`src/rtl/time_keeper.sv`:
```
// HH:MM:SS real-time counter. A prescaler supplies the 1 Hz tick, and the hour and
// minute buttons edit the time on press and on auto-repeat while held (mode=0 only).
module time_keeper #(
    parameter int TICK_DIV      = 100000000,
    parameter int REPEAT_DELAY  = 50000000,
    parameter int REPEAT_PERIOD = 10000000
) (
    input  logic        clk,
    input  logic        reset,
    input  logic        mode,
    input  logic [1:0]  edit_btns,
    output logic [16:0] current_time,
    output logic        sec_tick
);

    localparam int PW      = (TICK_DIV > 1) ? $clog2(TICK_DIV) : 1;
    localparam int REP_MAX = (REPEAT_DELAY > REPEAT_PERIOD) ? REPEAT_DELAY : REPEAT_PERIOD;
    localparam int CW      = $clog2(REP_MAX + 1);

    localparam logic [PW-1:0] PRESC_LAST = PW'(TICK_DIV - 1);
    localparam logic [PW-1:0] PRESC_ONE  = PW'(1);
    localparam logic [CW-1:0] DELAY_CNT  = CW'(REPEAT_DELAY);
    localparam logic [CW-1:0] PERIOD_CNT = CW'(REPEAT_PERIOD);
    localparam logic [CW-1:0] CNT_ONE    = CW'(1);

    logic [PW-1:0]         presc_q, presc_d;
    logic [4:0]            hours_q, hours_d;
    logic [5:0]            mins_q, mins_d;
    logic [5:0]            secs_q, secs_d;
    logic                  sec_tick_q, sec_tick_d;
    logic [1:0]            hist_q;
    logic [1:0]            armed_q, armed_d;
    logic [1:0]            in_rep_q, in_rep_d;
    logic [1:0][CW-1:0]    rep_cnt_q, rep_cnt_d;

    logic [1:0] rise;
    logic [1:0] run;
    logic [1:0] edit_ev;
    logic       tick;
    logic       min_edit;
    logic       hr_edit;
    logic       hr_carry;

    function automatic logic [4:0] inc_hours(input logic [4:0] h);
        return (h == 5'd23) ? 5'd0 : h + 5'd1;
    endfunction

    function automatic logic [5:0] inc_sixty(input logic [5:0] v);
        return (v == 6'd59) ? 6'd0 : v + 6'd1;
    endfunction

    // A hold only counts towards auto-repeat if it began with a real rising edge,
    // so a button held through reset stays inert until pressed again.
    assign rise     = edit_btns & ~hist_q;
    assign run      = edit_btns & ~{2{mode}} & (armed_q | rise);
    assign tick     = (presc_q == PRESC_LAST);
    assign min_edit = edit_ev[0];
    assign hr_edit  = edit_ev[1];

    // NOTE: every signal assigned in always_comb gets a default first, so no latch is inferred.
    always_comb begin
        armed_d   = armed_q;
        in_rep_d  = in_rep_q;
        rep_cnt_d = rep_cnt_q;
        edit_ev   = '0;
        for (int b = 0; b < 2; b++) begin
            if (!edit_btns[b]) begin
                armed_d[b] = 1'b0;
            end else if (rise[b]) begin
                armed_d[b] = 1'b1;
            end

            if (!run[b]) begin
                rep_cnt_d[b] = '0;
                in_rep_d[b]  = 1'b0;
            end else if (rep_cnt_q[b] == (in_rep_q[b] ? PERIOD_CNT : DELAY_CNT)) begin
                rep_cnt_d[b] = CNT_ONE;
                in_rep_d[b]  = 1'b1;
                edit_ev[b]   = 1'b1;
            end else begin
                rep_cnt_d[b] = rep_cnt_q[b] + CNT_ONE;
            end

            if (rise[b] && !mode) begin
                edit_ev[b] = 1'b1;
            end
        end
    end

    // A minute edit restarts the second, so it swallows a coincident tick.
    always_comb begin
        presc_d    = presc_q + PRESC_ONE;
        secs_d     = secs_q;
        mins_d     = mins_q;
        hours_d    = hours_q;
        sec_tick_d = 1'b0;
        hr_carry   = 1'b0;

        if (min_edit) begin
            presc_d = '0;
            secs_d  = '0;
            mins_d  = inc_sixty(mins_q);
        end else if (tick) begin
            presc_d    = '0;
            sec_tick_d = 1'b1;
            secs_d     = inc_sixty(secs_q);
            if (secs_q == 6'd59) begin
                mins_d   = inc_sixty(mins_q);
                hr_carry = (mins_q == 6'd59);
            end
        end

        case ({hr_edit, hr_carry})
            2'b11:          hours_d = inc_hours(inc_hours(hours_q));
            2'b10, 2'b01:   hours_d = inc_hours(hours_q);
            default:        hours_d = hours_q;
        endcase
    end

    // NOTE: sequential state uses non-blocking assignments only.
    always_ff @(posedge clk or negedge reset) begin
        if (!reset) begin
            presc_q    <= '0;
            hours_q    <= '0;
            mins_q     <= '0;
            secs_q     <= '0;
            sec_tick_q <= 1'b0;
            hist_q     <= 2'b11;
            armed_q    <= '0;
            in_rep_q   <= '0;
            rep_cnt_q  <= '0;
        end else begin
            presc_q    <= presc_d;
            hours_q    <= hours_d;
            mins_q     <= mins_d;
            secs_q     <= secs_d;
            sec_tick_q <= sec_tick_d;
            hist_q     <= edit_btns;
            armed_q    <= armed_d;
            in_rep_q   <= in_rep_d;
            rep_cnt_q  <= rep_cnt_d;
        end
    end

    assign current_time = {hours_q, mins_q, secs_q};
    assign sec_tick     = sec_tick_q;

endmodule

```
`config.mk`:
```
export PLATFORM = sky130hd
export DESIGN_NAME = time_keeper
export DESIGN_NICKNAME = d
export VERILOG_FILES = /design/src/rtl/time_keeper.sv
export SDC_FILE = /design/constraint.sdc
export NUM_CORES = 1
export LEC_CHECK = 0
export ABC_AREA = 1
export CAP_MARGIN = 5
export CELL_PAD_IN_SITES_DETAIL_PLACEMENT = 1
export CELL_PAD_IN_SITES_GLOBAL_PLACEMENT = 1
export CORE_ASPECT_RATIO = 0.75
export CORE_MARGIN = 10
export CORE_UTILIZATION = 45
export DETAILED_ROUTE_END_ITERATION = 8
export MAX_ROUTING_LAYER = met4
export PLACE_DENSITY_LB_ADDON = 0.1
export SYNTH_ARGS = -nofsm -noshare
export SYNTH_HDL_FRONTEND = slang
export SYNTH_SLANG_ARGS = --single-unit
```
`constraint.sdc`:
```
create_clock -name clk -period 2.6 [get_ports clk]
set_input_delay 0.65 -clock clk [delete_from_list [all_inputs] [get_ports clk]]
set_output_delay 0.65 -clock clk [all_outputs]
set_load 0.005 [all_outputs]
```
==> flow_summary.json <==
{
  "reg2reg_to": "hours_q[3]",
  "p_leak_uw": 0.00326,
  "netlist_top_cells_count": "nand2_1, nor2_1, inv_1",
  "crit_path_end_kind": "flop",
  "cts_tree": "yes",
  "ir_worst_vdd_v": 0.000318,
  "worstPathRequired_ns": 2.86,
  "synth.distinct_cells": 37,
  "die_w_um": 157,
  "p_total_uw": 3990,
  "io_pins": 23,
  "port_buffers": 22,
  "final_max_slew_viol_count": 0,
  "htree_levels": 3,
  "cts_buffer_depth": 2,
  "fillCellCount": 1825,
  "antenna_cells": 0,
  "slew_headroom": 0.468,
  "ys_seq_area_frac": 0.410,
  "nets": 977,
  "core_area_um2": 13700,
  "vias": 6143,
  "critPathKind": "reg -> reg",
  "finalCoreUtilization": 0.532,
  "yosysWarnings": 0,
  "rrSetupSlack_ns": 0.18,
  "synth_area_leaders": "dfrtp_1, nand2_1, nor2_1",
  "final_antenna_net_count": 0,
  "design_area_um2": 7290,
  "ys_seq_elements": 103,
  "arrival_ns": 2.69,
  "critPathMaxFanout": 6,
  "overflow": 0,
  "vias_per_cell": 5.38,
  "synth_area_per_cell_um2": 6.94,
  "drt_pre_antenna_iters": 5,
  "setup_viol": 0,
  "placement.cell_area_um2": 6870,
  "yosysMostFrequentCell": "nand2_1",
  "hold_viol_final": 0,
  "antenna_found_initial": 0,
  "die_area_um2": 19200,
  "clk_pin_slew_ns": 0.07,
  "place_hpwl_mm": 14.9,
  "power_density_nw_per_um2": 548,
  "async_flop_share": 1.00,
  "clock_skew_ns": 0.00890,
  "drcViolationCount": 0,
  "syn_nets": 921,
  "maxCapViolations": 0,
  "syn_inst": 906,
  "cts.sink_count": 103,
  "drt_wl_total_mm": 19.7,
  "r2r-start": "presc_q[16]",
  "fp.dieH_um": 122,
  "drive_above_1_share": 0.0869,
  "place_congestion": 0.963,
  "drt_iter0_drc": 358,
  "synth_ff_type": "dfrtp_1",
  "area_growth_pct": 15.8,
  "routedWlPerCell_um": 17.2,
  "synth-edff-count": 0,
  "status": "finished clean",
  "clockRootBuffer": "clkbuf_16",
  "yosysTopAreaCell": "dfrtp_1",
  "min_period_ns": 2.42,
  "hold_path.class": "in -> async",
  "cts_inserted_buffers": 9,
  "track_usage": 0.214,
  "synth_top_area_share": 0.402,
  "cp-start-kind": "flop",
  "ff2ff_path_depth": 15,
  "worstMarginPinSlew_ns": 0.791,
  "start_util": 0.459,
  "syn_area_um2": 6290,
  "fin_crit_sh": 0.931,
  "max_freq_ghz": 0.413,
  "grt_pass1_wl_mm": 32.1,
  "clock_latency_ns": 0.36,
  "grt_max_degree": 55,
  "rows": 37,
  "grt_pass1_vias": 6380
}
==> area by class of cell <==
type	instances	area (um2)	area share
timing repair buffer	55	478	0.0656
tap	175	219	0.0301
clock buffer	10	239	0.0328
multi-input combinational	664	3190	0.438
clock inverter	6	92.6	0.0127
inverter	129	487	0.0668
sequential	103	2580	0.354
==> cells in the final DEF (no fill, tap or decap), types with 2 or more instances in the layout <==
master / synthesis / final
nand2_1: 218 / 217
nor2_1: 187 / 183
inv_1: 126 / 122
dfrtp_1: 101 / 100
nand3_1: 72 / 71
nor3_1: 46 / 46
nand4_1: 35 / 35
buf_4: 1 / 33
xor2_1: 28 / 28
clkdlybuf4s50_1: 0 / 21
a21oi_1: 14 / 13
o21ai_0: 14 / 12
ha_1: 10 / 9
clkbuf_16: 0 / 9
xnor2_1: 8 / 8
nor2_2: 3 / 7
inv_2: 3 / 6
nor3_2: 4 / 4
nand2_2: 2 / 3
nand3_2: 2 / 3
nor3b_1: 3 / 3
or2_2: 2 / 2
a211oi_1: 2 / 2
o21ai_1: 0 / 2
a21oi_2: 1 / 2
nor4_1: 2 / 2
a21boi_0: 2 / 2
o22ai_1: 2 / 2
bufinv_16: 0 / 2
clkinvlp_4: 0 / 2
dfstp_2: 2 / 2
==> worst max path at each step <==
stage / startpoint / to / slack, ns / depth (start not counted)
CTS: presc_q[21] / hours_q[3] / 0.06 / 15
global placement: edit_btns[0] / hours_q[3] / -0.18 / 14
floorplan: mode / hours_q[3] / 0.18 / 15
detailed placement: edit_btns[0] / hours_q[3] / -0.29 / 16
global route: rep_cnt_q[1] / hours_q[3] / -0.03 / 17
finish: presc_q[16] / hours_q[3] / 0.18 / 15
==> layer usage <==
metal	up-vias	GRT usage	wire, um
met2	93	0.350	9270
met5	-	-	0
met4	0	0.0541	248
li1	2975	-	-
met1	3052	0.268	9400
met3	23	0.0444	756
==> power by group <==
part / internal (uW) / switching, uW / total, uW / leakage (uW)
clock: 876 / 654 / 1530 / 0.000155
combinational: 292 / 347 / 639 / 0.00170
sequential: 1700 / 122 / 1820 / 0.00140
total: 2870 / 1120 / 3990 / 0.00326
==> repair_timing <==
item                       in CTS  in global routing
setup buffers                   0                  7
setup endpoints to repair       0                  3
resized for setup               0                 16
hold buffers                    0                  0
==> critical path, stage by stage (launching register included) <==
cell      delay, ns
dfrtp_1        0.45
nand2_1        0.08
nor2_1         0.19
nand3_1        0.12
nor2_2         0.20
nand3_2        0.12
nand3b_1       0.25
ha_1           0.33
inv_2          0.10
nand3_2        0.11
nor2_1         0.13
nor2_1         0.05
nand2_1        0.05
nand3_1        0.06
nand2_1        0.06
inv_1          0.03
==> kinds of logic (layout without fill, tap and decap cells) <==
group	after synthesis	in the layout	synth area share
buffers and inverters	139	200	0.0865
flip-flops	103	103	0.410
AO/OA/AOI/OAI	38	38	0.0340
adder cells (fa/ha/maj)	10	10	0.0199
AND/OR/NAND/NOR	580	580	0.399
XOR/XNOR	36	36	0.0501
==> state kept, by name (all words and copies together) (netlist names) <==
register	cells
mins_q	6
in_rep_q	2
presc_q	27
rep_cnt_q	52
armed_q	2
hours_q	5
secs_q	6
hist_q	2
sec_tick	1
==> per-stage QoR <==
stage | worst slack, ns | hold WS [ns] | std cells | setup TNS, ns
3_3_place_gp | -0.181 | 0.466 | 1119 | -0.353
4_1_cts | 0.0631 | 0.259 | 1135 | 0
5_1_grt | -0.0273 | 0.263 | 1142 | -0.0273
2_1_floorplan | 0.178 | 0.354 | 906 | 0
6_report | 0.178 | 0.242 | 1142 | 0
3_5_place_dp | -0.286 | 0.485 | 1119 | -0.831
No activity file was read; power rests on OpenSTA's default activity.
